**src/rtl/mips_load_store_unit.sv**
```systemverilog
// mips_load_store_unit: MIPS-style load/store unit sitting between a request
// port and a word-wide memory (combinational read, write at rising edge).
// Byte and halfword stores are done as read-modify-write of the containing word.
//
// Parameters:
//   BIG_ENDIAN      0: byte lane = addr[1:0]; 1: byte lane = 3 - addr[1:0]
// Optional feature:
//   MIPS_LSU_ALIGN_CHECK_EN  when defined, misaligned half/word requests
//                            complete immediately with resp_error=1 and no
//                            memory access.
//
// Ports:
//   clock, reset        clock; asynchronous active-high reset
//   req_valid/ready     request handshake (ready only in IDLE)
//   req_write           1 store, 0 load
//   req_size            00 byte, 01 half, 10/11 word
//   req_unsigned        zero-extend sub-word loads
//   req_address         byte address
//   req_wdata           store data (low bits for sub-word stores)
//   resp_valid          one-cycle completion pulse
//   resp_rdata          extended load data (0 when not valid and for stores)
//   resp_error          misaligned access (only with the alignment check)
//   mem_address         word-aligned memory address
//   mem_write_data      memory write data
//   sig_mem_read/write  memory strobes, never both high
//   mem_read_data       memory read data
module mips_load_store_unit #(
    parameter bit BIG_ENDIAN = 1'b0
) (
    input  logic        clock,
    input  logic        reset,
    input  logic        req_valid,
    output logic        req_ready,
    input  logic        req_write,
    input  logic [1:0]  req_size,
    input  logic        req_unsigned,
    input  logic [31:0] req_address,
    input  logic [31:0] req_wdata,
    output logic        resp_valid,
    output logic [31:0] resp_rdata,
    output logic        resp_error,
    output logic [31:0] mem_address,
    output logic [31:0] mem_write_data,
    output logic        sig_mem_read,
    output logic        sig_mem_write,
    input  logic [31:0] mem_read_data
);

    localparam int unsigned DATA_W = 32;

    typedef enum logic [2:0] {
        IDLE,
        ACCESS,
        READ,
        WRITE,
        RESP
    } state_t;

    state_t              state, state_nxt;
    logic                lat_write, lat_write_nxt;
    logic [1:0]          lat_size, lat_size_nxt;
    logic                lat_unsigned, lat_unsigned_nxt;
    logic [DATA_W-1:0]   lat_addr, lat_addr_nxt;
    logic [DATA_W-1:0]   lat_wdata, lat_wdata_nxt;

    logic                req_ready_nxt;
    logic                resp_valid_nxt;
    logic [DATA_W-1:0]   resp_rdata_nxt;
    logic                resp_error_nxt;
    logic [DATA_W-1:0]   mem_address_nxt;
    logic [DATA_W-1:0]   mem_write_data_nxt;
    logic                sig_mem_read_nxt;
    logic                sig_mem_write_nxt;

    logic                misaligned_c;
    logic [DATA_W-1:0]   word_addr_c;

    // Byte lane selected by the low address bits.
    function automatic logic [1:0] byte_lane(input logic [1:0] addr_lo);
        return BIG_ENDIAN ? 2'(2'd3 - addr_lo) : addr_lo;
    endfunction

    // 1 when the halfword lives in bits [31:16].
    function automatic logic half_upper(input logic addr_bit1);
        return addr_bit1 ^ BIG_ENDIAN;
    endfunction

    // Extract and extend the addressed byte/half from a memory word.
    function automatic logic [DATA_W-1:0] load_extend(
        input logic [DATA_W-1:0] word,
        input logic [1:0]        size,
        input logic              uns,
        input logic [1:0]        addr_lo
    );
        logic [7:0]        b;
        logic [15:0]       h;
        logic [DATA_W-1:0] r;
        b = word[{byte_lane(addr_lo), 3'b000} +: 8];
        h = half_upper(addr_lo[1]) ? word[31:16] : word[15:0];
        case (size)
            2'b00:   r = uns ? {24'd0, b} : {{24{b[7]}}, b};
            2'b01:   r = uns ? {16'd0, h} : {{16{h[15]}}, h};
            default: r = word;
        endcase
        return r;
    endfunction

    // Replace the addressed lane(s) of the old word with store data.
    function automatic logic [DATA_W-1:0] store_merge(
        input logic [DATA_W-1:0] old,
        input logic [DATA_W-1:0] wdata,
        input logic [1:0]        size,
        input logic [1:0]        addr_lo
    );
        logic [DATA_W-1:0] r;
        r = old;
        case (size)
            2'b00:   r[{byte_lane(addr_lo), 3'b000} +: 8] = wdata[7:0];
            2'b01:   r[{half_upper(addr_lo[1]), 4'b0000} +: 16] = wdata[15:0];
            default: r = wdata;
        endcase
        return r;
    endfunction

`ifdef MIPS_LSU_ALIGN_CHECK_EN
    // Half needs addr[0]=0, word needs addr[1:0]=0.
    assign misaligned_c = ((req_size == 2'b01) && req_address[0]) ||
                          (req_size[1] && (req_address[1:0] != 2'b00));
`else
    assign misaligned_c = 1'b0;
`endif

    assign word_addr_c = {lat_addr[31:2], 2'b00};

    // Next state and next registered outputs.
    always_comb begin
        state_nxt          = state;
        lat_write_nxt      = lat_write;
        lat_size_nxt       = lat_size;
        lat_unsigned_nxt   = lat_unsigned;
        lat_addr_nxt       = lat_addr;
        lat_wdata_nxt      = lat_wdata;
        req_ready_nxt      = 1'b0;
        resp_valid_nxt     = 1'b0;
        resp_rdata_nxt     = '0;
        resp_error_nxt     = 1'b0;
        mem_address_nxt    = '0;
        mem_write_data_nxt = '0;
        sig_mem_read_nxt   = 1'b0;
        sig_mem_write_nxt  = 1'b0;

        case (state)
            IDLE: begin
                req_ready_nxt = 1'b1;
                if (req_valid && req_ready) begin
                    lat_write_nxt    = req_write;
                    lat_size_nxt     = req_size;
                    lat_unsigned_nxt = req_unsigned;
                    lat_addr_nxt     = req_address;
                    lat_wdata_nxt    = req_wdata;
                    req_ready_nxt    = 1'b0;
                    if (misaligned_c) begin
                        state_nxt      = RESP;
                        resp_valid_nxt = 1'b1;
                        resp_error_nxt = 1'b1;
                    end else if (!req_write) begin
                        state_nxt        = ACCESS;
                        sig_mem_read_nxt = 1'b1;
                        mem_address_nxt  = {req_address[31:2], 2'b00};
                    end else if (!req_size[1]) begin
                        // Sub-word store: fetch the word first.
                        state_nxt        = READ;
                        sig_mem_read_nxt = 1'b1;
                        mem_address_nxt  = {req_address[31:2], 2'b00};
                    end else begin
                        state_nxt          = ACCESS;
                        sig_mem_write_nxt  = 1'b1;
                        mem_address_nxt    = {req_address[31:2], 2'b00};
                        mem_write_data_nxt = req_wdata;
                    end
                end
            end
            ACCESS: begin
                state_nxt      = RESP;
                resp_valid_nxt = 1'b1;
                if (!lat_write) begin
                    resp_rdata_nxt = load_extend(mem_read_data, lat_size,
                                                 lat_unsigned, lat_addr[1:0]);
                end
            end
            READ: begin
                state_nxt          = WRITE;
                sig_mem_write_nxt  = 1'b1;
                mem_address_nxt    = word_addr_c;
                mem_write_data_nxt = store_merge(mem_read_data, lat_wdata,
                                                 lat_size, lat_addr[1:0]);
            end
            WRITE: begin
                state_nxt      = RESP;
                resp_valid_nxt = 1'b1;
            end
            RESP: begin
                state_nxt     = IDLE;
                req_ready_nxt = 1'b1;
            end
            default: begin
                state_nxt     = IDLE;
                req_ready_nxt = 1'b1;
            end
        endcase
    end

    // State, latched request and registered outputs.
    always_ff @(posedge clock or posedge reset) begin
        if (reset) begin
            state          <= IDLE;
            lat_write      <= 1'b0;
            lat_size       <= 2'b00;
            lat_unsigned   <= 1'b0;
            lat_addr       <= '0;
            lat_wdata      <= '0;
            req_ready      <= 1'b1;
            resp_valid     <= 1'b0;
            resp_rdata     <= '0;
            resp_error     <= 1'b0;
            mem_address    <= '0;
            mem_write_data <= '0;
            sig_mem_read   <= 1'b0;
            sig_mem_write  <= 1'b0;
        end else begin
            state          <= state_nxt;
            lat_write      <= lat_write_nxt;
            lat_size       <= lat_size_nxt;
            lat_unsigned   <= lat_unsigned_nxt;
            lat_addr       <= lat_addr_nxt;
            lat_wdata      <= lat_wdata_nxt;
            req_ready      <= req_ready_nxt;
            resp_valid     <= resp_valid_nxt;
            resp_rdata     <= resp_rdata_nxt;
            resp_error     <= resp_error_nxt;
            mem_address    <= mem_address_nxt;
            mem_write_data <= mem_write_data_nxt;
            sig_mem_read   <= sig_mem_read_nxt;
            sig_mem_write  <= sig_mem_write_nxt;
        end
    end

endmodule

```
**config.mk**
```make
export PLATFORM = sky130hd
export DESIGN_NAME = mips_load_store_unit
export DESIGN_NICKNAME = d
export VERILOG_FILES = /design/src/rtl/mips_load_store_unit.sv
export SDC_FILE = /design/constraint.sdc
export NUM_CORES = 1
export LEC_CHECK = 0
export CAP_MARGIN = 20
export CORE_ASPECT_RATIO = 0.5
export CORE_MARGIN = 8
export CORE_UTILIZATION = 45
export CTS_BUF_LIST = sky130_fd_sc_hd__clkbuf_16
export DETAILED_ROUTE_END_ITERATION = 7
export PLACE_DENSITY = 0.86
export SYNTH_ARGS = -nofsm -noshare
export SYNTH_HDL_FRONTEND = slang
export SYNTH_SLANG_ARGS = --single-unit
export TNS_END_PERCENT = 10
```
**constraint.sdc**
```tcl
create_clock -name clock -period 6.3 [get_ports clock]
set_input_delay 1.26 -clock clock [delete_from_list [all_inputs] [get_ports clock]]
set_output_delay 1.26 -clock clock [all_outputs]
set_load 0.01 [all_outputs]
```
### Word level (Yosys, flattened, before mapping)

Cells that the tools add are included.

| operators by class | value |
|---|---|
| $add $sub $neg | 2 |
| equal/unequal tests | 5 |
| shift-type cells | 5 |
| mux-type cells | 30 |
| reduce and logical (&&, ||, !) cells | 6 |

Operator list:

| cell | count |
|---|---|
| two-way mux 32 bit | 8 |
| one-hot mux 32 bit (2 select lines) | 4 |
| bitwise mux 32 bit | 2 |
| variable shift 16 x 7 -> 32 bit, first input constant | 1 |
| variable shift 8 x 7 -> 32 bit, first input constant | 1 |
| indexed part select 16 x 7 -> 32 bit | 1 |
| indexed part select 32 x 6 -> 8 bit | 1 |
| indexed part select 8 x 7 -> 32 bit | 1 |
| two-way mux 16 bit | 1 |
| negation 5 -> 7 bit | 2 |
| two-way mux 1 bit | 9 |
| one-hot mux 3 bit (3 select lines) | 1 |
| equality test 3 x 2 -> 1 bit, second input constant | 2 |
| two-way mux 2 bit | 2 |
| one-hot mux 1 bit (2 select lines) | 2 |
| equality test 3 x 1 -> 1 bit, second input constant | 1 |
| logical NOT 3 bit | 1 |
| two-way mux 3 bit | 1 |
| OR reduction 3 bit | 1 |
| equality test 2 x 1 -> 1 bit, second input constant | 1 |
| logical NOT 2 bit | 1 |
| != test 2 bit, second input constant | 1 |
| AND reduction 2 bit | 1 |
| OR reduction 2 bit | 1 |
| logical AND 1 bit | 1 |

| storage, ports and cells | value |
|---|---|
| register bits | 171 |
| input bits | 103 |
| output and inout bits | 101 |

### Logic depth before layout (Yosys ltp)

Gate-level depths: netlist of run 1.

| depth | value |
|---|---|
| depth after elaboration | 5 |
| mapped depth | 10 |
| mapped depth without buffers | 6 |

### Least setup slack after synthesis of run 1

Ideal clock, no wire load.

| timing path | value |
|---|---|
| path type | reg-to-reg |
| start point | register lat_addr[1] |
| end point | register mem_write_data[11] |
| data arrival time | 2.206 ns |
| required time | 6.168 ns |
| setup slack | 3.962 ns |
| stages on the path, launching flop included | 11 |
| buffers on the path | 4 |
| path through | dfrtp_1 buf_6 buf_2 inv_1 clkbuf_1 ha_1 and4b_1 and2_0 clkbuf_1 a222oi_1 o21ai_0 |

| between the ends | value |
|---|---|
| word-level cells in the longest chain between the ends | 5 |
| elaborated cells on any way between the ends | 10 |

RTL lines:

| what | RTL line | RTL |
|---|---|---|
| from (decl) | 63 | `logic [DATA_W-1:0] lat_addr, lat_addr_nxt;` |
| from (signal assigned) | 235 | `lat_addr <= lat_addr_nxt;` |
| negation 5 -> 7 bit, on equally long branches | 119, 118 |  |
| indexed part select 16 x 7 -> 32 bit, or another cell as far along | 119 | `2'b01: r[{half_upper(addr_lo[1]), 4'b0000} +: 16] = wdata[15:0];` |
| bitwise mux 32 bit, on equally long branches | 119, 118 |  |
| one-hot mux 32 bit (2 select lines) (*) | 117 | `case (size)` |
| one-hot mux 32 bit (2 select lines) (*) | 152 | `case (state)` |
| via mem_write_data_nxt[11] | 71 | `logic [DATA_W-1:0] mem_write_data_nxt;` |
| to (signal assigned) | 242 | `mem_write_data <= mem_write_data_nxt;` |
| to (decl) | 43 | `output logic [31:0] mem_write_data,` |

Mark *: on every way through the listed nets, which the timed path passes. The rest lies on a longest branch.
A chain may end at the register's enable or synchronous reset.

### Worst setup path in the final report of run 1

| timing path | value |
|---|---|
| start point | register lat_addr[1] |
| end point | register mem_write_data[15] |

The elaborated chain is that of the path after synthesis.

==> metrics.yaml, run 1 <==
outcome: "completed"
fin_cells: 1202
clk_latency_ns: 0.42
routed_wl_mm: 24.7
place_hpwl_mm: 17.2
overflow: 0
synth_seq_cells: 169
grt_pass1_wl_mm: 38.8
slowest_stage: "ha_1"
grt_pass1_vias: 7059
post-route-util_pct: 62.8
worstSetupEndpointType: "register"
place_congestion: 0.930
via_count: 6822
max_stage_delay_ns: 0.48
async_reset_ff_share_pct: 100
cts-root-buf: "clkbuf_16"
max_cap_viol_count: 0
fin_crit_ns: 3.00
cts_buffer_depth: 2
peakVddDrop_v: 0.000194
dr.pass1.iters: 5
cts_buffers: 17
die_w_um: 200
period_share_pct: 47.5
hp-class: "register to register"
synth_area_leaders: "dfrtp_1 55%, nand2_1 13%, mux2_2 2.5%"
synth-seq-area-share_pct: 55.2
startpoint_type: "register"
synth.most_common_cell: "nand2_1"
worstPathCellList: "buf_4 > inv_1 > ha_1 > and4b_1 > and2_0 > a222oi_1 > o21ai_0"
multi_input_area_sq_um: 3170
hold_buffers: 0
finalSetupViolations: 0
fmax_mhz: 334
cts_sinks: 169
core_region_area_sq_um: 16500
area_growth_pct: 35.4
synth_cells: 786
fill_cells: 1321
critPathMaxFanout: 46
diodes: 0
register_area_sq_um: 4230
syn_avg_cell_area_sq_um: 9.74
postCtsSetupBuffers: 0
syn_area_sq_um: 7660
crit_buf_inv: 2
numPortBuffers: 200
worst_slack_ns: 3.30
worst_ep_required_time_ns: 6.59
slew_violations: 0
synthFlopType: "dfrtp_1"
row_count: 33
dp_cells: 1170
yosysUniqueCellTypes: 48
skew_ns: 0.0126
worstMarginPinSlew_ns: 1.08
pin_count: 204
p_leak_nw: 4.98
crit_arrival_ns: 3.28
setup_tns_ns: 0
hold_viol: 0
h-tree-depth: 4
synth.yosys.warnings: 0
dp_slack_ns: 3.04
synth_edf_count: 0
drive_gt1_share_pct: 7.59
dieArea_sq_um: 21700
via_per_inst: 5.68
rsz0062_at_grt: "no"
relSlewSlack_pct: 28.2
wire_per_inst_um: 20.6
cpLargestDelayFamily: "buffers and inverters"
grtUsageTotal_pct: 22.4
grt_start_max_net_pins: 82
detailedRoute.firstIterationViolations: 825
cts_tree: "yes"
yosys-top-cells-count: "272 x nand2_1, 168 x dfrtp_1, 47 x nor2_1"
die_y_um: 108
cts-resized-gates: 0
cts.clk_slew.worst_paths_ns: 0.07
yosys.area.top_type_share_pct: 54.9
yosysTopAreaCell: "dfrtp_1"
start_util_pct: 46.4
worstSetupPathType: "register to register"
fin_nets: 1070
drc: 0
drt.antenna.violating_nets: 0
p_per_area_nw_per_um2: 453
timing.hold.ws_ns: 0.473
grt_antenna_before_repair: 0
## per-stage QoR
| step | power, mW | cell area (sq um) |
|---|---|---|
| floorplan | 2.87 | 7670 |
| global placement | 3.58 | 9790 |
| detailed placement | 3.65 | 9790 |
| CTS | 4.69 | 10400 |
| global route | 4.97 | 10400 |
| finish | 4.70 | 10400 |
## cells in the final DEF (no fill, tap or decap), drive strengths merged, types with 6 or more instances in the layout
master,instances
nand2,272
clkdlybuf4s50,200
dfrtp,168
nor2,47
o21ai,36
a21o,24
a221o,17
a21oi,17
mux2,17
clkbuf,17
a221oi,14
a22oi,12
o22ai,12
inv,11
buf,10
a222oi,7
a2bb2oi,7
mux4,7
a211oi,6
nor2b,6
a2111oi,6
## registers in the layout (all words and copies together) (netlist names)
name,cells
lat_addr,32
lat_wdata,32
mem_write_data,32
resp_rdata,32
mem_address,30
state,3
lat_size,2
lat_unsigned,1
lat_write,1
req_ready,1
resp_valid,1
sig_mem_read,1
sig_mem_write,1
## tightest hold or removal path, delay by kind of cell, from the launching register on
| kind | cells | cell delay [ns] |
|---|---|---|
| AND/OR/NAND/NOR | 2 | 0.10 |
| flip-flops | 1 | 0.34 |
## power breakdown
group	switching [mW]	internal [mW]
combinational	1.09	0.848
clock	0.448	0.585
sequential	0.264	1.46
## cell type report
class	instances	area share, %
timing repair buffer	210	20.0
sequential	169	40.8
inverter	6	0.266
clock buffer	17	4.10
tap	227	2.74
multi-input combinational	558	30.6
clock inverter	15	1.47
## cells by family (layout without fill, tap and decap cells)
kind of cell             Yosys count  count (layout)  synth area share [%]
buffers and inverters             61             248                  3.71
multiplexers                      28              28                  5.08
AND/OR/NAND/NOR                  346             346                  18.3
other                              1               3                0.0490
adder cells (fa/ha/maj)            5               5                 0.817
AO/OA/AOI/OAI                    176             176                  16.8
flip-flops                       169             169                  55.2
## worst paths after layout
path                               start                  to  slack, ns  cells past startpoint
setup / recovery             lat_addr[1]  mem_write_data[15]       3.30                      7
hold / removal             lat_wdata[18]       lat_wdata[18]       0.47                      2
setup reg to reg             lat_addr[1]  mem_write_data[15]       3.30                      7
hold reg to reg            lat_wdata[18]       lat_wdata[18]       0.47                      2
max in group asynchronous          reset   mem_write_data[1]       3.86                      3
min in group asynchronous          reset        lat_addr[24]       1.32                      2
## layer usage
metal | track usage (%) | wire length, um
met5 | 0 | 0
met4 | 8.93 | 733
met3 | 8.36 | 2570
met2 | 36.8 | 11800
met1 | 27.0 | 9640
No activity file was read; power rests on OpenSTA's default activity.
==> run 2, diff against run 1 <==
--- a/config.mk
+++ b/config.mk
@@ -8,10 +8,10 @@
 export CAP_MARGIN = 20
 export CORE_ASPECT_RATIO = 0.5
 export CORE_MARGIN = 8
-export CORE_UTILIZATION = 45
+export CORE_UTILIZATION = 44
 export CTS_BUF_LIST = sky130_fd_sc_hd__clkbuf_16
 export DETAILED_ROUTE_END_ITERATION = 7
-export PLACE_DENSITY = 0.86
+export PLACE_DENSITY = 0.88
 export SYNTH_ARGS = -nofsm -noshare
 export SYNTH_HDL_FRONTEND = slang
 export SYNTH_SLANG_ARGS = --single-unit
==> constraint.sdc (replaced) <==
create_clock -name clock -period 2.4 [get_ports clock]
set_input_delay 0.48 -clock clock [delete_from_list [all_inputs] [get_ports clock]]
set_output_delay 0.48 -clock clock [all_outputs]
set_load 0.01 [all_outputs]
==> run 2 against run 1 <==
Compared with the run above:
- worst hold slack got worse by 0.16 ns
- highest routed layer is now met5
- clock power increased to 2.6 times the previous value
- critical endpoint is now resp_rdata[12]
- fmax increased by 31%
- via count increased by 3.1%
- total power increased to 2.7 times the previous value
- final cell count increased by 3.1%
- critical path type unchanged
==> metrics.yaml, run 2 (same netlist as run 1, synthesis figures left out) <==
hp-class: "input pin to asynchronous set/reset pin"  # was register to register
wire_per_inst_um: 20.5  # was 20.6 um
outcome: "completed"  # unchanged
routed_wl_mm: 25.5  # was 24.7 mm
met3_usage_pct: 6.85  # was 8.36%
h-tree-depth: 4  # unchanged
detailedRoute.firstIterationViolations: 796  # was 825
pin_count: 204  # unchanged
top_usage_layer: "met2"  # unchanged
core_region_area_sq_um: 17200  # was 16500 sq um
grt_start_max_net_pins: 105  # was 82
worstSetupPathType: "register to register"  # unchanged
worst_slack_ns: 0.112  # was 3.30 ns
worstMarginPinSlew_ns: 1.06  # was 1.08 ns
via_count: 7031  # was 6822
dpl-instance-area_sq_um: 10100  # was 9790 sq um
cts_buffers: 17  # unchanged
p_per_area_nw_per_um2: 1180  # was 453 nW/um^2
area_growth_pct: 39.2  # was 35.4%
post-route-util_pct: 61.9  # was 62.8%
numPortBuffers: 200  # unchanged
place_hpwl_mm: 18.7  # was 17.2 mm
register_area_sq_um: 4230  # unchanged
cts-resized-gates: 0  # unchanged
dp_cells: 1206  # was 1170
hold_viol: 0  # unchanged
max_cap_viol_count: 0  # unchanged
grt_pass1_wl_mm: 39.5  # was 38.8 mm
overflow: 0  # unchanged
dp_slack_ns: 0.103  # was 3.04 ns
grt_antenna_before_repair: 2  # was 0
place_congestion: 0.961  # was 0.930
dieArea_sq_um: 22100  # was 21700 sq um
drt.antenna.violating_nets: 0  # unchanged
crit_arrival_ns: 2.60  # was 3.28 ns
p_leak_nw: 5.14  # was 4.98 nW
setup_tns_ns: 0  # unchanged
cts_tree: "yes"  # unchanged
clk_latency_ns: 0.43  # was 0.42 ns
startpoint: "lat_size[1]"  # was lat_addr[1]
multi_input_area_sq_um: 3170  # unchanged
timing.hold.ws_ns: 0.309  # was 0.473 ns
cts_buffer_depth: 2  # unchanged
relSlewSlack_pct: 29.0  # was 28.2%
use_met1_pct: 28.6  # was 27.0%
fin_cells: 1239  # was 1202
mostFrequentLayoutCell: "nand2_1"  # unchanged
grt_util_met2_pct: 37.1  # was 36.8%
cts-root-buf: "clkbuf_16"  # unchanged
worst_ep_required_time_ns: 2.71  # was 6.59 ns
cts_sinks: 169  # unchanged
hold_buffers: 0  # unchanged
final_cell_mix: "272 x nand2_1, 200 x clkdlybuf4s50_1, 168 x dfrtp_1"  # unchanged
via_per_inst: 5.67  # was 5.68
slew_violations: 0  # unchanged
die_y_um: 109  # was 108 um
period_share_pct: 95.3  # was 47.5%
dr.pass1.iters: 5  # unchanged
drc: 0  # unchanged
peakVddDrop_v: 0.000760  # was 0.000194 V
cts.clk_slew.worst_paths_ns: 0.07  # about the same
die_w_um: 203  # was 200 um
postCtsSetupBuffers: 0  # unchanged
start_util_pct: 44.5  # was 46.4%
drive_gt1_share_pct: 10.3  # was 7.59%
grtUsageTotal_pct: 22.8  # was 22.4%
row_count: 34  # was 33
finalPower_mw: 12.6  # was 4.70 mW
rsz0062_at_grt: "no"  # unchanged
fmax_mhz: 437  # was 334 MHz
r2r_start: "lat_size[1]"  # was lat_addr[1]
finalSetupViolations: 0  # unchanged
fill_cells: 1367  # was 1321
critPathMaxFanout: 14  # was 46
worstSetupEndpointType: "register"  # unchanged
grt_pass1_vias: 7067  # was 7059
fin_nets: 1099  # was 1070
fin_crit_ns: 2.29  # was 3.00 ns
final_area_sq_um: 10700  # was 10400 sq um
startpoint_type: "register"  # unchanged
skew_ns: 0.0156  # was 0.0126 ns
## run 2: changes by cell type in the layout (fill, tap and decap cells not counted), sizes merged
cell,previous run,this run
clkinv,4,6
diode,0,1
inv,11,9
buf,10,39
## run 2: layout make-up
cell class	instances	area share, %
Clock buffer	17	3.99
Sequential cell	169	39.7
Inverter	6	0.247
Antenna cell	1	0.0235
Tap cell	234	2.75
Timing Repair Buffer	239	22.1
Multi-Input combinational cell	558	29.7
Clock inverter	15	1.44
## run 2: final timing paths
| kind | to | slack [ns] | cells after the start |
|---|---|---|---|
| worst max-delay path | resp_rdata[12] | 0.11 | 5 |
| worst max register to register | resp_rdata[12] | 0.11 | 5 |
| max in group asynchronous | lat_wdata[2] | 1.33 | 3 |
| worst min register to register | mem_address[6] | 0.47 | 2 |
| min in group clock | mem_address[6] | 0.47 | 2 |
| worst min-delay path | mem_address[26] | 0.31 | 2 |
## run 2: per-layer routing
| layer | share of wire [%] | routed length [um] |
|---|---|---|
| met1 | 39 | 9980 |
| met4 | 3.3 | 849 |
| met3 | 9.8 | 2490 |
| met2 | 48 | 12100 |
| met5 | 0.047 | 12 |
## run 2: critical path: stages, from the launching register on
cell and delay [ns]:
dfrtp_1 0.56, buf_4 0.26, nor2b_1 0.75, a22o_1 0.25, a22oi_1 0.08, a21oi_1 0.28
## run 2: power breakdown
part	switching [mW]	total [mW]	internal, mW	leakage [nW]
registers	0.675	4.51	3.84	2.23
clock network	1.17	2.70	1.53	0.281
logic	2.95	5.36	2.41	2.63
total	4.79	12.6	7.78	5.14
